`src/rtl/shift_pkg.sv`:
```
// ============================================================================
// Module      : shift_pkg
// Description : Shared encodings, widths and stage-1 payload for the shift path.
// Revision    : 1.0 - initial release
// ============================================================================
`default_nettype none

package shift_pkg;

  localparam int DW = 16;
  localparam int AW = 4;

  typedef enum logic [1:0] {
    SH_LSL = 2'b00,
    SH_LSR = 2'b01,
    SH_ASR = 2'b10,
    SH_ROR = 2'b11
  } shift_op_e;

  typedef struct packed {
    shift_op_e         op;
    logic [AW-1:0]     amt;
    logic [DW-1:0]     data;
  } s1_payload_t;

endpackage

`default_nettype wire

```
`src/rtl/shift_core16.sv`:
```
// ============================================================================
// Module      : shift_core16
// Description : Combinational 1/2/4/8 log-shifter returning result and carry.
// Revision    : 1.0 - initial release
// ============================================================================
`default_nettype none

module shift_core16
  import shift_pkg::*;
(
  input  shift_op_e        op,
  input  logic [AW-1:0]    amt,
  input  logic [DW-1:0]    data,
  output logic [DW-1:0]    result,
  output logic             c
);

  logic [DW-1:0] w_cur;
  logic          w_cry;

  // Each active layer overwrites the carry, so the last active layer holds the
  // final bit shifted out for the total amount.
  always_comb begin
    w_cur = data;
    w_cry = 1'b0;
    for (int i = 0; i < AW; i++) begin
      if (amt[i]) begin
        unique case (op)
          SH_LSL: begin
            w_cry = w_cur[AW'(DW - (1 << i))];
            w_cur = w_cur << (1 << i);
          end
          SH_LSR: begin
            w_cry = w_cur[AW'((1 << i) - 1)];
            w_cur = w_cur >> (1 << i);
          end
          SH_ASR: begin
            w_cry = w_cur[AW'((1 << i) - 1)];
            w_cur = DW'($signed(w_cur) >>> (1 << i));
          end
          SH_ROR: begin
            w_cur = (w_cur >> (1 << i)) | (w_cur << (DW - (1 << i)));
          end
          default: begin
            w_cur = w_cur;
          end
        endcase
      end
    end
  end

  assign result = w_cur;
  assign c      = (op == SH_ROR) ? ((amt != '0) & w_cur[DW-1]) : w_cry;

endmodule

`default_nettype wire

```
`src/rtl/shift_exec_stage.sv`:
```
// ============================================================================
// Module      : shift_exec_stage
// Description : Two-stage valid/ready execute stage for LSL/LSR/ASR/ROR.
// Revision    : 1.0 - initial release
// ============================================================================
`default_nettype none

module shift_exec_stage
  import shift_pkg::*;
(
  input  logic             clk,
  input  logic             rst_n,
  input  logic             flush,
  input  logic             in_valid,
  output logic             in_ready,
  input  logic [1:0]       in_op,
  input  logic [AW-1:0]    in_amt,
  input  logic [DW-1:0]    in_data,
  output logic             out_valid,
  input  logic             out_ready,
  output logic [DW-1:0]    out_data,
  output logic             out_c,
  output logic             out_z,
  output logic             out_n
);

  s1_payload_t   r_s1;
  logic          r_s1_valid;
  logic          r_s2_valid;
  logic [DW-1:0] r_s2_data;
  logic          r_s2_c;
  logic          r_s2_z;
  logic          r_s2_n;

  logic          w_s2_adv;
  logic          w_s1_adv;
  logic [DW-1:0] w_core_res;
  logic          w_core_c;

  // out_ready reaches in_ready combinationally so a full pipe streams without bubbles.
  assign w_s2_adv = !r_s2_valid || out_ready;
  assign w_s1_adv = !r_s1_valid || w_s2_adv;
  assign in_ready = w_s1_adv;

  shift_core16 u_core (
    .op     (r_s1.op),
    .amt    (r_s1.amt),
    .data   (r_s1.data),
    .result (w_core_res),
    .c      (w_core_c)
  );

  always_ff @(posedge clk or negedge rst_n) begin
    if (!rst_n) begin
      r_s1       <= '0;
      r_s1_valid <= 1'b0;
      r_s2_valid <= 1'b0;
      r_s2_data  <= '0;
      r_s2_c     <= 1'b0;
      r_s2_z     <= 1'b0;
      r_s2_n     <= 1'b0;
    end else if (flush) begin
      r_s1_valid <= 1'b0;
      r_s2_valid <= 1'b0;
    end else begin
      if (w_s2_adv) begin
        r_s2_valid <= r_s1_valid;
        if (r_s1_valid) begin
          r_s2_data <= w_core_res;
          r_s2_c    <= w_core_c;
          r_s2_z    <= (w_core_res == '0);
          r_s2_n    <= w_core_res[DW-1];
        end
      end
      if (w_s1_adv) begin
        r_s1_valid <= in_valid;
        if (in_valid) begin
          r_s1 <= '{op: shift_op_e'(in_op), amt: in_amt, data: in_data};
        end
      end
    end
  end

  assign out_valid = r_s2_valid;
  assign out_data  = r_s2_data;
  assign out_c     = r_s2_c;
  assign out_z     = r_s2_z;
  assign out_n     = r_s2_n;

endmodule

`default_nettype wire

```
`config.mk`:
```
export PLATFORM = sky130hd
export DESIGN_NAME = shift_exec_stage
export DESIGN_NICKNAME = d
export VERILOG_FILES = /design/src/rtl/shift_pkg.sv /design/src/rtl/shift_core16.sv /design/src/rtl/shift_exec_stage.sv
export SDC_FILE = /design/constraint.sdc
export NUM_CORES = 1
export LEC_CHECK = 0
export ABC_AREA = 1
export CAP_MARGIN = 20
export CORE_AREA = 2 2 97 99
export DETAILED_ROUTE_END_ITERATION = 7
export DIE_AREA = 0 0 99 101
export GPL_TIMING_DRIVEN = 0
export PLACE_DENSITY = 0.61
export SETUP_SLACK_MARGIN = 0.5
export SLEW_MARGIN = 30
export SYNTH_ARGS = -nofsm -noshare
export SYNTH_HDL_FRONTEND = slang
export SYNTH_SLANG_ARGS = --single-unit
```
`constraint.sdc`:
```
create_clock -name clk -period 2.26 [get_ports clk]
set_input_delay 0.452 -clock clk [delete_from_list [all_inputs] [get_ports clk]]
set_output_delay 0.452 -clock clk [all_outputs]
set_load 0.05 [all_outputs]
```
==> out/results.tsv <==
stage	metric	value	unit
worst_setup_path	worst r2r dst	out_z	
synth	Top FF cell, synth	dfrtp_1	
sta	final setup fails	10	
synth	Mapped Avg Cell Area	6.26	µm²
layout	# nets final	656	
clocking	total CTS buffers	5	
sta	RSZ-0062 raised after global routing	yes	
synth	top cells by area, synth	dfrtp_1 31%, nand2_1 21%, nand3_1 11%	
synth	most frequent cell after synthesis	nand2_1	
clocking	CTS Hold Buffers Added	0	
power_and_ir_drop	P_leak	2.41	nW
worst_setup_path	R2R Setup Slk	-0.22	ns
power_and_ir_drop	Tot Pwr	4.08	mW
grt	initial antenna violation count	0	
worst_setup_path	crit end category	register	
synth	Ys Warns	0	
sta	Slew HR	0.611	
sta	Hold WS	0.109	ns
worst_setup_path	Critical Path, Cell by Cell	inv_2 > ha_4 > buf_6 > buf_8 > buf_4 > nor2_2 > nand2_1 > nand2_2 > nand3_2 > nand3_2 > nand2_2 > a21oi_1 > nand2_1 > nand2_2 > nand2_4 > nand2_2 > nand2_2 > nand2_2 > nor2_2 > nand3_1 > nand2_1	
floorplanning	Starting Density	0.380	
worst_setup_path	Critical Path Start Type	register	
clocking	CTS tree	done	
sta	Tmin final	2.48	ns
sta	Worst Skew	0.00380	ns
placement	placer congestion estimate	0.992	
synth	post-synth top area cell	dfrtp_1	
layout	layout cells sized above 1	0.296	
run	Max-Cap Viols	0	
grt	largest net degree at the start of global routing	23	
grt	GR Util All Layers	0.231	
sta	Slew Limit Fails	0	
floorplanning	row count	35	
clocking	Clock Pin Slew Worst Setup and Hold Paths	0.09	ns
synth	Yosys reg bits	42	
drt	routed vias/inst	5.45	
drt	drc violations	0	
synth	EDFF count, synth	0	
drt	drt first pass iters	8	
worst_setup_path	max incr delay on CP	0.39	ns
worst_setup_path	worst path required time	2.47	ns
grt	first-pass GRT wire length	18.4	mm
sta	Worst Max-Slew Pin Slew	0.584	ns
worst_setup_path	Max stage delay cell, worst path	dfrtp_1	
floorplanning	die extent in y	101	µm
status	status	complete, but fails checks	
floorplanning	Top-Level Pins	48	
floorplanning	Die Area	10000	µm²
status	violated checks	negative setup slack	
clocking	Clock Path Buffers	2	
drt	Detailed Route Iter0 Violations	341	
synth	share of the synthesized area in the top cell type	0.308	
worst_setup_path	worst r2r src	r_s1[20]	
synth	Synth top cells by count	189 x nand2_1, 72 x nand3_1, 49 x nor2_1	
synth	Syn Std Cell Area	3410	µm²
sta	Tcrit/Tclk final	1.10	
worst_setup_path	R2R cell count	21	
worst_hold_path	path type of the worst min-delay path	input pin to async pin	
synth	Synth Instances	545	
sta	final hold viol count	0	
layout	Syn-to-layout area delta	40.8	%
clocking	clock root buffer	clkbuf_8	
clocking	Worst-Skew Late Latency	0.31	ns
layout	# diodes	0	
synth	register area share after synthesis	0.308	
grt	vias in the first global route	3828	
power_and_ir_drop	Worst VDD drop	0.336	mV
worst_setup_path	crit-path most repeated cell	nand2_2	
drt	final wirelength	11.4	mm
sta	post-route setup slack	-0.218	ns
drt	via count	4013	
synth	Unique masters post-synth	31	
grt	Congestion Overflow GR	0	
drt	Routed Antenna Nets	0	
synth	Mapped Nets	576	
worst_setup_path	Critical Path Fanout Max	7	
floorplanning	width of the die	99	µm
worst_setup_path	crit path kind	register to register	
clocking	CTS Sinks	42	
sta	fmax	404	MHz
worst_setup_path	CP arrival	2.68	ns
synth	asr flop ratio synth	1.00	
drt	Avg WL per Cell	15.4	µm
clocking	htree depth	2	
placement	port bufs	47	
placement	Detail Placement HPWL	8.38	mm
floorplanning	total core area	8980	µm²
power_and_ir_drop	power density over the cells	850	nW/µm²
==> state kept, by name, summed over array words and instances, names as in the netlist <==
register / cells
out_c: 1
out_data: 16
out_valid: 1
out_z: 1
r_s1: 22
r_s1_valid: 1
==> timing repair <==
| action | CTS | global route |
|---|---|---|
| pin swaps | 20 | 25 |
| setup buffers | 13 | 9 |
| cloned | 3 | 0 |
| resized for setup | 91 | 73 |
| setup endpoints to repair | 42 | 31 |
==> through the flow <==
stage	std cells	utilization	setup TNS, ns	setup slack (ns)	cell area, µm²
floorplan	545	-	0	0.184	3480
global placement	703	0.455	-17.39	-0.540	4090
detailed placement	704	0.458	-1.40	-0.284	4110
CTS	728	0.504	-0.300	-0.172	4520
global route	737	0.535	-2.53	-0.418	4800
finish	737	0.535	-0.820	-0.218	4800
==> cell usage in the layout (no fill, tap or decap), drive strengths merged, types with 4 or more instances in the layout <==
cell type / netlist / layout
nand2: 195 / 195
nand3: 78 / 78
nor2: 49 / 49
a21oi: 47 / 47
inv: 46 / 46
buf: 18 / 44
dfrtp: 42 / 42
clkdlybuf4s50: 0 / 24
o21ai: 23 / 23
clkbuf: 13 / 20
dlygate4sd2: 0 / 19
o211ai: 8 / 8
nand4: 5 / 5
a31oi: 4 / 4
clkinv: 2 / 4
ha: 4 / 4
==> metal layers <==
layer / routed length [µm] / global-route usage / vias to the layer above
met3: 791 / 0.0402 / 42
li1: - / - / 1926
met5: 0 / 0 / -
met4: 452 / 0.0980 / 0
met2: 5270 / 0.383 / 179
met1: 4860 / 0.299 / 1866
==> power breakdown <==
| part | total (mW) | leakage [nW] | switching, mW | internal, mW |
|---|---|---|---|---|
| Combinational | 2.57 | 1.87 | 1.66 | 0.907 |
| Clock | 0.506 | 0.0452 | 0.288 | 0.219 |
| Sequential | 1.01 | 0.489 | 0.107 | 0.901 |
| Total | 4.08 | 2.41 | 2.05 | 2.03 |
==> worst max-delay path: cells and delay by family, from the launching register on <==
kind,cells,cell delay (ns)
buf+inv,4,0.49
fa+ha+maj,1,0.16
flops,1,0.39
simple gates,15,1.18
compound gates,1,0.17
==> cell families (layout without fill, tap and decap cells) <==
| group | count (synthesis) | count (layout) | synth area share |
|---|---|---|---|
| AO/OA/AOI/OAI | 87 | 87 | 0.149 |
| adder cells (fa/ha/maj) | 4 | 4 | 0.0147 |
| buffers and inverters | 79 | 160 | 0.107 |
| flip-flops | 42 | 42 | 0.308 |
| multiplexers | 2 | 2 | 0.00660 |
| AND/OR/NAND/NOR | 331 | 331 | 0.414 |
==> how the worst max path moves through the flow <==
| stage | slack, ns | startpoint | depth (start not counted) | to |
|---|---|---|---|---|
| floorplan | 0.18 | r_s1[21] | 20 | out_z |
| global placement | -0.54 | rst_n | 1 | out_valid |
| detailed placement | -0.28 | r_s1[21] | 20 | out_z |
| CTS | -0.17 | r_s1[20] | 20 | out_z |
| global route | -0.42 | r_s1[20] | 21 | out_z |
| finish | -0.22 | r_s1[20] | 21 | out_z |
==> layout make-up <==
| type | instances | area [µm²] |
|---|---|---|
| tap | 111 | 139 |
| timing repair buffer | 73 | 746 |
| multi-input combinational | 424 | 2350 |
| clock inverter | 2 | 13.8 |
| fill | 905 | 4180 |
| clock buffer | 6 | 72.6 |
| buffer | 31 | 245 |
| inverter | 48 | 184 |
| sequential | 42 | 1050 |
No activity file was read; power rests on OpenSTA's default activity.
